[src/rtl/reg_file_pkg.sv]
// reg_file_pkg: shared defaults and sweep-FSM state type for the multi-port register file.
package reg_file_pkg;
   localparam int RF_XLEN  = 32;
   localparam int RF_NREGS = 32;
   localparam int RF_NRD   = 2;
   typedef enum logic [1:0] {RF_IDLE, RF_CLEAR, RF_DONE} rf_state_e;
endpackage

[src/rtl/reg_file_scoreboard.sv]
// reg_file_scoreboard: per-register busy bits for pending writebacks, with set-over-clear priority,
// sweep clearing and per-read-port lookup; x0 is never busy.
module reg_file_scoreboard
   import reg_file_pkg::*;
#(
   parameter int NREGS = RF_NREGS,
   parameter int NRD   = RF_NRD,
   localparam int AW   = $clog2(NREGS)
) (
   input  logic              clk,
   input  logic              reset_n,
   input  logic              i_clr,
   input  logic [AW-1:0]     i_clr_addr,
   input  logic              i_set,
   input  logic [AW-1:0]     i_set_addr,
   input  logic              i_sweep,
   input  logic [AW-1:0]     i_sweep_idx,
   input  logic [NRD*AW-1:0] i_rs_addr,
   output logic [NRD-1:0]    o_busy
);
   logic [NREGS-1:0] r_busy;
   logic [NREGS-1:0] w_busy_nxt;
   always_comb begin
      w_busy_nxt = r_busy;
      if (i_clr) w_busy_nxt[i_clr_addr] = 1'b0;
      if (i_sweep) w_busy_nxt[i_sweep_idx] = 1'b0;
      // issue applied last so a same-cycle writeback to that register leaves it busy
      if (i_set) w_busy_nxt[i_set_addr] = 1'b1;
      w_busy_nxt[0] = 1'b0;
   end
   always_ff @(posedge clk or negedge reset_n)
      if (!reset_n) r_busy <= '0;
      else r_busy <= w_busy_nxt;
   for (genvar k = 0; k < NRD; k++) begin : g_lk
      assign o_busy[k] = r_busy[i_rs_addr[k*AW +: AW]];
   end
endmodule

[src/rtl/reg_file_mp.sv]
// reg_file_mp: NRD-read/1-write register file with x0 hardwired to zero, busy scoreboard and clear sweep.
// Optional REG_FILE_BYPASS_EN forwards same-cycle write data to matching read ports.
module reg_file_mp
   import reg_file_pkg::*;
#(
   parameter int XLEN  = RF_XLEN,
   parameter int NREGS = RF_NREGS,
   parameter int NRD   = RF_NRD,
   localparam int AW   = $clog2(NREGS)
) (
   input  logic                clk,
   input  logic                reset_n,
   input  logic [NRD*AW-1:0]   rs_addr,
   output logic [NRD*XLEN-1:0] rs_data,
   output logic [NRD-1:0]      rs_busy,
   input  logic                we,
   input  logic [AW-1:0]       rd_addr,
   input  logic [XLEN-1:0]     rd_data,
   input  logic                sb_set,
   input  logic [AW-1:0]       sb_addr,
   input  logic                clr_req,
   output logic                ready,
   output logic                clr_done
);
   logic [XLEN-1:0] r_regs [NREGS];
   rf_state_e       r_state, w_state_nxt;
   logic [AW-1:0]   r_idx;
   logic            w_wr, w_sweep;
   logic [NRD-1:0]  w_sb_busy;
   assign ready    = r_state == RF_IDLE;
   assign clr_done = r_state == RF_DONE;
   assign w_sweep  = r_state == RF_CLEAR;
   assign w_wr     = ready && we && rd_addr != '0;
   always_comb begin
      w_state_nxt = r_state;
      if (ready && clr_req) w_state_nxt = RF_CLEAR;
      else if (w_sweep && r_idx == AW'(NREGS - 1)) w_state_nxt = RF_DONE;
      else if (clr_done) w_state_nxt = RF_IDLE;
   end
   always_ff @(posedge clk or negedge reset_n)
      if (!reset_n) begin
         r_state <= RF_IDLE;
         r_idx   <= AW'(1);
      end else begin
         r_state <= w_state_nxt;
         r_idx   <= w_sweep ? r_idx + AW'(1) : AW'(1);
      end
   // writes only happen in IDLE, so they never collide with the sweep
   always_ff @(posedge clk or negedge reset_n)
      if (!reset_n) for (int i = 0; i < NREGS; i++) r_regs[i] <= '0;
      else if (w_wr) r_regs[rd_addr] <= rd_data;
      else if (w_sweep) r_regs[r_idx] <= '0;
   reg_file_scoreboard #(.NREGS(NREGS), .NRD(NRD)) u_sb (
      .clk        (clk),
      .reset_n    (reset_n),
      .i_clr      (w_wr),
      .i_clr_addr (rd_addr),
      .i_set      (ready && sb_set),
      .i_set_addr (sb_addr),
      .i_sweep    (w_sweep),
      .i_sweep_idx(r_idx),
      .i_rs_addr  (rs_addr),
      .o_busy     (w_sb_busy)
   );
   for (genvar k = 0; k < NRD; k++) begin : g_rd
      logic [AW-1:0]   w_raddr;
      logic [XLEN-1:0] w_rdata;
      assign w_raddr = rs_addr[k*AW +: AW];
      assign w_rdata = (w_raddr == '0) ? '0 : r_regs[w_raddr];
`ifdef REG_FILE_BYPASS_EN
      logic w_hit;
      assign w_hit                    = w_wr && rd_addr == w_raddr;
      assign rs_data[k*XLEN +: XLEN] = w_hit ? rd_data : w_rdata;
      assign rs_busy[k]               = w_sb_busy[k] && !w_hit;
`else
      assign rs_data[k*XLEN +: XLEN] = w_rdata;
      assign rs_busy[k]               = w_sb_busy[k];
`endif
   end
endmodule
[config.mk]
export PLATFORM = sky130hd
export DESIGN_NAME = reg_file_mp
export DESIGN_NICKNAME = d
export VERILOG_FILES = /design/src/rtl/reg_file_pkg.sv /design/src/rtl/reg_file_scoreboard.sv /design/src/rtl/reg_file_mp.sv
export SDC_FILE = /design/constraint.sdc
export NUM_CORES = 2
export LEC_CHECK = 0
export ABC_AREA = 0
export CORE_AREA = 2 2 336 338
export CTS_CLUSTER_DIAMETER = 60
export CTS_CLUSTER_SIZE = 14
export DETAILED_ROUTE_END_ITERATION = 7
export DIE_AREA = 0 0 338 340
export HOLD_SLACK_MARGIN = 0.03
export PLACE_DENSITY = 0.66
export SLEW_MARGIN = 10
export SYNTH_ARGS = -nofsm -noshare
export SYNTH_HDL_FRONTEND = slang
export SYNTH_SLANG_ARGS = --single-unit
[constraint.sdc]
create_clock -name clk -period 3.5 [get_ports clk]
set_input_delay 0.7 -clock clk [delete_from_list [all_inputs] [get_ports clk]]
set_output_delay 0.7 -clock clk [all_outputs]
set_load 0.02 [all_outputs]
# Word level (Yosys, flattened, before mapping)
# Index checks and enable logic that the tools add are counted.
# Widths: inputs -> output; s select.
totals:
  reg_bits: 1062
  in_bits: 57
  out_inout_bits: 68
  wordCells: 112
classes:
  add_sub_neg: 1
  order_cmp: 14
  n_eq_ne: 3
  muxes: 32
  bitwise_logic: 11
  reduce_logical: 16
op_table:
  columns: ["op", "count"]
  rows:
  - ["$mux 1024", 2]
  - ["$and 1024x1024->1024", 1]
  - ["$bwmux 1024", 1]
  - ["$not 1024->1024", 1]
  - ["$mux 32", 11]
  - ["$bmux 32 s5", 2]
  - ["$demux 32 s5", 2]
  - ["$and 32x32->32", 2]
  - ["$not 32->32", 2]
  - ["$or 32x32->32", 1]
  - ["$lt 5x6->1 const B", 5]
  - ["$ge 6x6->1 const B", 4]
  - ["$not 5->6", 4]
  - ["$demux 1 s5", 3]
  - ["$ge 5x1->1 const B", 3]
  - ["$lt 6x1->1 const B", 2]
  - ["$bmux 1 s5", 2]
  - ["$logic_and 1x1->1", 10]
  - ["$logic_not 5->1", 2]
  - ["$mux 2", 3]
  - ["$add 5x1->5 const B", 1]
  - ["$eq 5x5->1 const B", 1]
  - ["$mux 1", 5]
  - ["$mux 5", 1]
  - ["6 further kinds", 6]

# Depth between registers and ports, before layout
depth:
  depth_word: 11
  depth_mapped: 8
  mapped_depth_nobuf: 6

# Cells and area by module
# A second synthesis with hierarchy kept.
hier_totals:
  hier_cells: 4073
  area_unflattened_um2: 55525.8
by_module_without_submodules:
  columns: ["mod", "instances", "cells_per_inst", "area_per_inst_um2", "seq_area_each_um2"]
  rows:
  - ["reg_file_mp", 1, 3837, 53303.6, 25801.0]
  - ["reg_file_scoreboard", 1, 236, 2222.1, 775.7]

# Worst setup path before layout
# OpenSTA, ideal clock, no wires.
synth_timing:
  path_kind: "input to output"
  from: "input rs_addr[5]"
  to: "output rs_data[32]"
  arrival_time_ns: 2.670
  required_time_ns: 2.800
  slack_ns: 0.130
  cell_stages: 8
  path_buffers: 4
  cell_sequence: "clkbuf_1 buf_2 inv_1 buf_2 buf_2 nor2_1 a22oi_1 a311oi_1"
synth_between:
  elab_chain_cells: 5
  word_cells_on_any_way: 6
  cone_classes: "4 x mux; 1 x bitwise; 1 x reduce/logical"
synth_rtl:
  columns: ["item", "line", "source"]
  rows:
  - ["start, declared", "reg_file_mp.sv:13", "input logic [NRD*AW-1:0] rs_addr,"]
  - ["$not 5->6 (not written as such)", "reg_file_mp.sv:69", "assign w_rdata = (w_raddr == '0) ? '0 : r_regs[w_raddr];"]
  - ["$bmux 32 s5", "reg_file_mp.sv:69", null]
  - ["$mux 32 (not written as such) (2 in a row)", "reg_file_mp.sv:69", null]
  - ["$mux 32 (*)", "reg_file_mp.sv:69", null]
  - ["end, declared", "reg_file_mp.sv:14", "output logic [NRD*XLEN-1:0] rs_data,"]
# Every way passes the cells marked *; elsewhere a longest branch is shown, timed or not. The select of a mux whose other input is x is not followed.

# Final worst setup path
layout_timing:
  from: "input rs_addr[1]"
  to: "output rs_data[4]"
# The elaborated chain is that of the path after synthesis.

==> flow_metrics.env <==
export IMPL_htreeDepth=3
export IMPL_clockBufferDepth=3
export IMPL_fin_area_mm2=0.0666
export IMPL_rsz0062_at_grt="false"
export IMPL_end_kind="primary output"
export IMPL_yosysTopAreaCellShare_pct=48.0
export IMPL_ys_seq_area_share_pct=48.0
export IMPL_cp_slowest_stage_delay_ps=500
export IMPL_crit_buf_inv=6
export IMPL_place_area_mm2=0.0623
export IMPL_hpwl_um=145000
export IMPL_cts_sinks=1062
export IMPL_crit_chain="buf_16 -> buf_16 -> buf_4 -> buf_4 -> mux4_2 -> a22oi_1 -> a311oi_2 -> buf_4 -> buf_4"
export IMPL_p_clk_share_pct=34.9
export IMPL_clk_latency_ps=740
export IMPL_syn_area_mm2=0.0554
export IMPL_synth_nets=4124
export IMPL_status="finished, violations left"
export IMPL_power_total_w=0.0314
export IMPL_ys_flop_type="dfrtp_1"
export IMPL_coreArea_mm2=0.112
export IMPL_cp_startpoint="rs_addr[1]"
export IMPL_drv_cap=0
export IMPL_grt_usage_pct=39.6
export IMPL_grtUsageMet2_pct=55.1
export IMPL_dp_cells=5708
export IMPL_min_path_cells=1
export IMPL_remaining_drc_errors=0
export IMPL_die_h_um=340
export IMPL_finalSetupViolCount=2
export IMPL_clock_skew_ps=34.2
export IMPL_synth_edf_count=0
export IMPL_postSynthCellCount=4062
export IMPL_ff2ff_path_depth=6
export IMPL_syn_area_per_cell_um2=13.6
export IMPL_fin_ws_ps=-34.6
export IMPL_setup_tns_final_ps=-60.6
export IMPL_use_met1_pct=54.4
export IMPL_clk_pin_slew_ps=60
export IMPL_grt_overflow=0
export IMPL_finish_net_count=4407
export IMPL_switching_power_w=0.00990
export IMPL_synthArstFlopShare_pct=100
export IMPL_fill_cells=8547
export IMPL_finalHoldViolCount=0
export IMPL_p_seq_share_pct=43.9
export IMPL_drive_gt1_share_pct=33.6
export IMPL_p_comb_share_pct=21.2
export IMPL_worst_slew_pin_slew_ps=865
export IMPL_holdPathEnd="r_idx[0]$_DFF_PN1_"
export IMPL_cp_required_ps=2800
export IMPL_timing_rr_start="r_state[0]$_DFFE_PN0P_"
export IMPL_grt_busiest_layer="met2"
export IMPL_antenna_found_initial=5
export IMPL_intPower_w=0.0215
export IMPL_ant_nets=0
export IMPL_yosys_top_cells_area="dfrtp_1 48%, mux4_2 19%, a22o_1 15%, mux2i_1 2.4%, clkbuf_1 2.2%"
export IMPL_drt_pass1_iterations=6
export IMPL_yosysUniqueCellTypes=51
export IMPL_io_buffer_count=124
export IMPL_gp_congestion=0.971
export IMPL_crit_path_frequent_cell="buf_4"
export IMPL_pin_count=125
export IMPL_fin_crit_sh_pct=101
export IMPL_ctsRootBufferMaster="clkbuf_16"
export IMPL_synth_most_common_cell="dfrtp_1"
export IMPL_die_area_mm2=0.115
export IMPL_startpoint_type="primary input"
export IMPL_peakVddDrop_mv=0.427
export IMPL_crit_arrival_ps=2830
export IMPL_worst_path_max_fanout=8
export IMPL_drt_initial_drc_count=7406
export IMPL_finalWirelength_um=229000
export IMPL_synth_seq_cells=1062
export IMPL_p_per_area_mw_per_mm2=472
export IMPL_yosys_area_top_type="dfrtp_1"
export IMPL_timing_rr_end="r_regs[955]$_DFFE_PN0P_"
export IMPL_grt_pass1_wl_um=327000
export IMPL_hp_class="flip-flop to flip-flop"
export IMPL_reg2reg_slack_ps=730
export IMPL_worst_setup_path_type="primary input to primary output"
export IMPL_start_util_pct=49.6
export IMPL_dr_total_vias=45600
export IMPL_switching_share_pct=31.5
export IMPL_rows=123
export IMPL_yosys_warnings=0
export IMPL_slew_headroom_pct=42.4
export IMPL_path_delay_family="buffers and inverters"
export IMPL_synthToLayoutAreaGrowth_pct=20.3
export IMPL_cts_tree="built"
export IMPL_fin_crit_ps=3530
export IMPL_cts_made_buffers=99
export IMPL_final_core_util_pct=59.7
export IMPL_slew_violations=0
export IMPL_met3_usage_pct=13.1
export IMPL_grt_pass1_vias=45100
export IMPL_synthTopCellsByCount="1061 x dfrtp_1, 960 x a22o_1, 466 x mux4_2, 319 x clkbuf_1, 156 x buf_2"
export IMPL_min_from="r_idx[0]$_DFF_PN1_"
export IMPL_final_cells=5901
export IMPL_wire_per_inst_um=38.8
export IMPL_p_leak_nw=29.5
export IMPL_via_per_inst=7.72
export IMPL_fmax_ghz=0.283
export IMPL_crit_slowest_cell="mux4_2"
export IMPL_violations="setup timing"
export IMPL_die_x_um=338
export IMPL_grt_max_degree=115
-- state kept, by name (all words and copies together) (netlist names) --
name	cells
r_idx	5
r_regs	1024
u_sb.r_busy	31
r_state	2
-- power groups by stage --
| stage | combinational (W) | sequential (W) | clock [W] |
|---|---|---|---|
| after floorplan | 0.00327 | 0.0137 | 0 |
| after global placement | 0.00621 | 0.0139 | 0 |
| after detailed placement | 0.00625 | 0.0139 | 0 |
| after CTS | 0.00638 | 0.0137 | 0.0110 |
| after global routing | 0.00682 | 0.0138 | 0.0115 |
| final | 0.00667 | 0.0138 | 0.0110 |
-- through the flow --
step                      hold slack, ps  setup slack (ps)
after global routing                 502             0.213
after floorplan                      404               130
after detailed placement             468              -549
final                                481             -34.6
after global placement               460              -548
after CTS                            481              -127
-- worst reg2reg max path, delay by kind of cell, from the launching register on --
family / cells / cell delay (ps)
AND/OR/NAND/NOR: 2 / 1230
AO/OA/AOI/OAI: 2 / 450
flip-flops: 1 / 480
buffers and inverters: 2 / 500
-- cells by family (layout without fill, tap and decap cells) --
logic type      after synthesis  count (layout)  share of synthesized area (%)
compound gates             1422            1422                           21.2
xor+xnor                      1               1                         0.0158
fa+ha+maj                     5               5                          0.113
buf+inv                     533             871                           4.04
flops                      1062            1062                           48.0
mux                         663             663                           22.7
other cells                   0               1                              0
simple gates                376             376                           3.92
-- cells in the final DEF (no fill, tap or decap), types with 21 or more instances in the layout --
cell / instances
nor2b_1: 64
nand2_1: 116
a311oi_2: 33
dfrtp_1: 1061
nor2_1: 38
o21ai_0: 100
clkbuf_16: 106
a311oi_1: 31
o22ai_4: 28
buf_4: 450
buf_6: 21
o21ai_1: 36
and2_1: 35
buf_12: 123
o22ai_1: 29
a22o_1: 960
a22oi_1: 48
mux4_2: 466
a221oi_1: 45
a211oi_1: 47
clkdlybuf4s50_1: 47
nand3_1: 38
mux2i_1: 131
mux2_2: 66
-- metal layers --
metal | up-vias | part of all wire, %
met4 | 4 | 6.9
met5 | - | 0.010
li1 | 17000 | -
met1 | 23700 | 37
met3 | 889 | 14
met2 | 4015 | 42
-- how the worst max path moves through the flow --
stage | endpoint | depth (start not counted)
floorplan | rs_data[32] | 8
global placement | rs_data[7] | 8
detailed placement | rs_data[29] | 9
CTS | rs_data[28] | 8
global route | rs_data[3] | 10
finish | rs_data[4] | 9
-- cell type report --
class                      count  area (µm²)  area share [%]
timing repair buffer         709        7610            11.4
clock inverter                37         422           0.633
inverter                       6        26.3          0.0394
clock buffer                 119        2680            4.02
multi-input combinational   2467       27400            41.2
sequential                  1062       26600            39.9
tap                         1500        1880            2.82
antenna                        1        2.50         0.00376
-- timing repair --
action / 4_1_cts / 5_1_grt
pin swaps: 2 / 8
hold endpoints to repair: 24 / 0
setup endpoints to repair: 63 / 49
gates cloned: 5 / 4
buffers inserted: 3 / 25
resized for setup: 181 / 77
hold buffers: 1 / 0
Power figures use the tool's default switching activity.
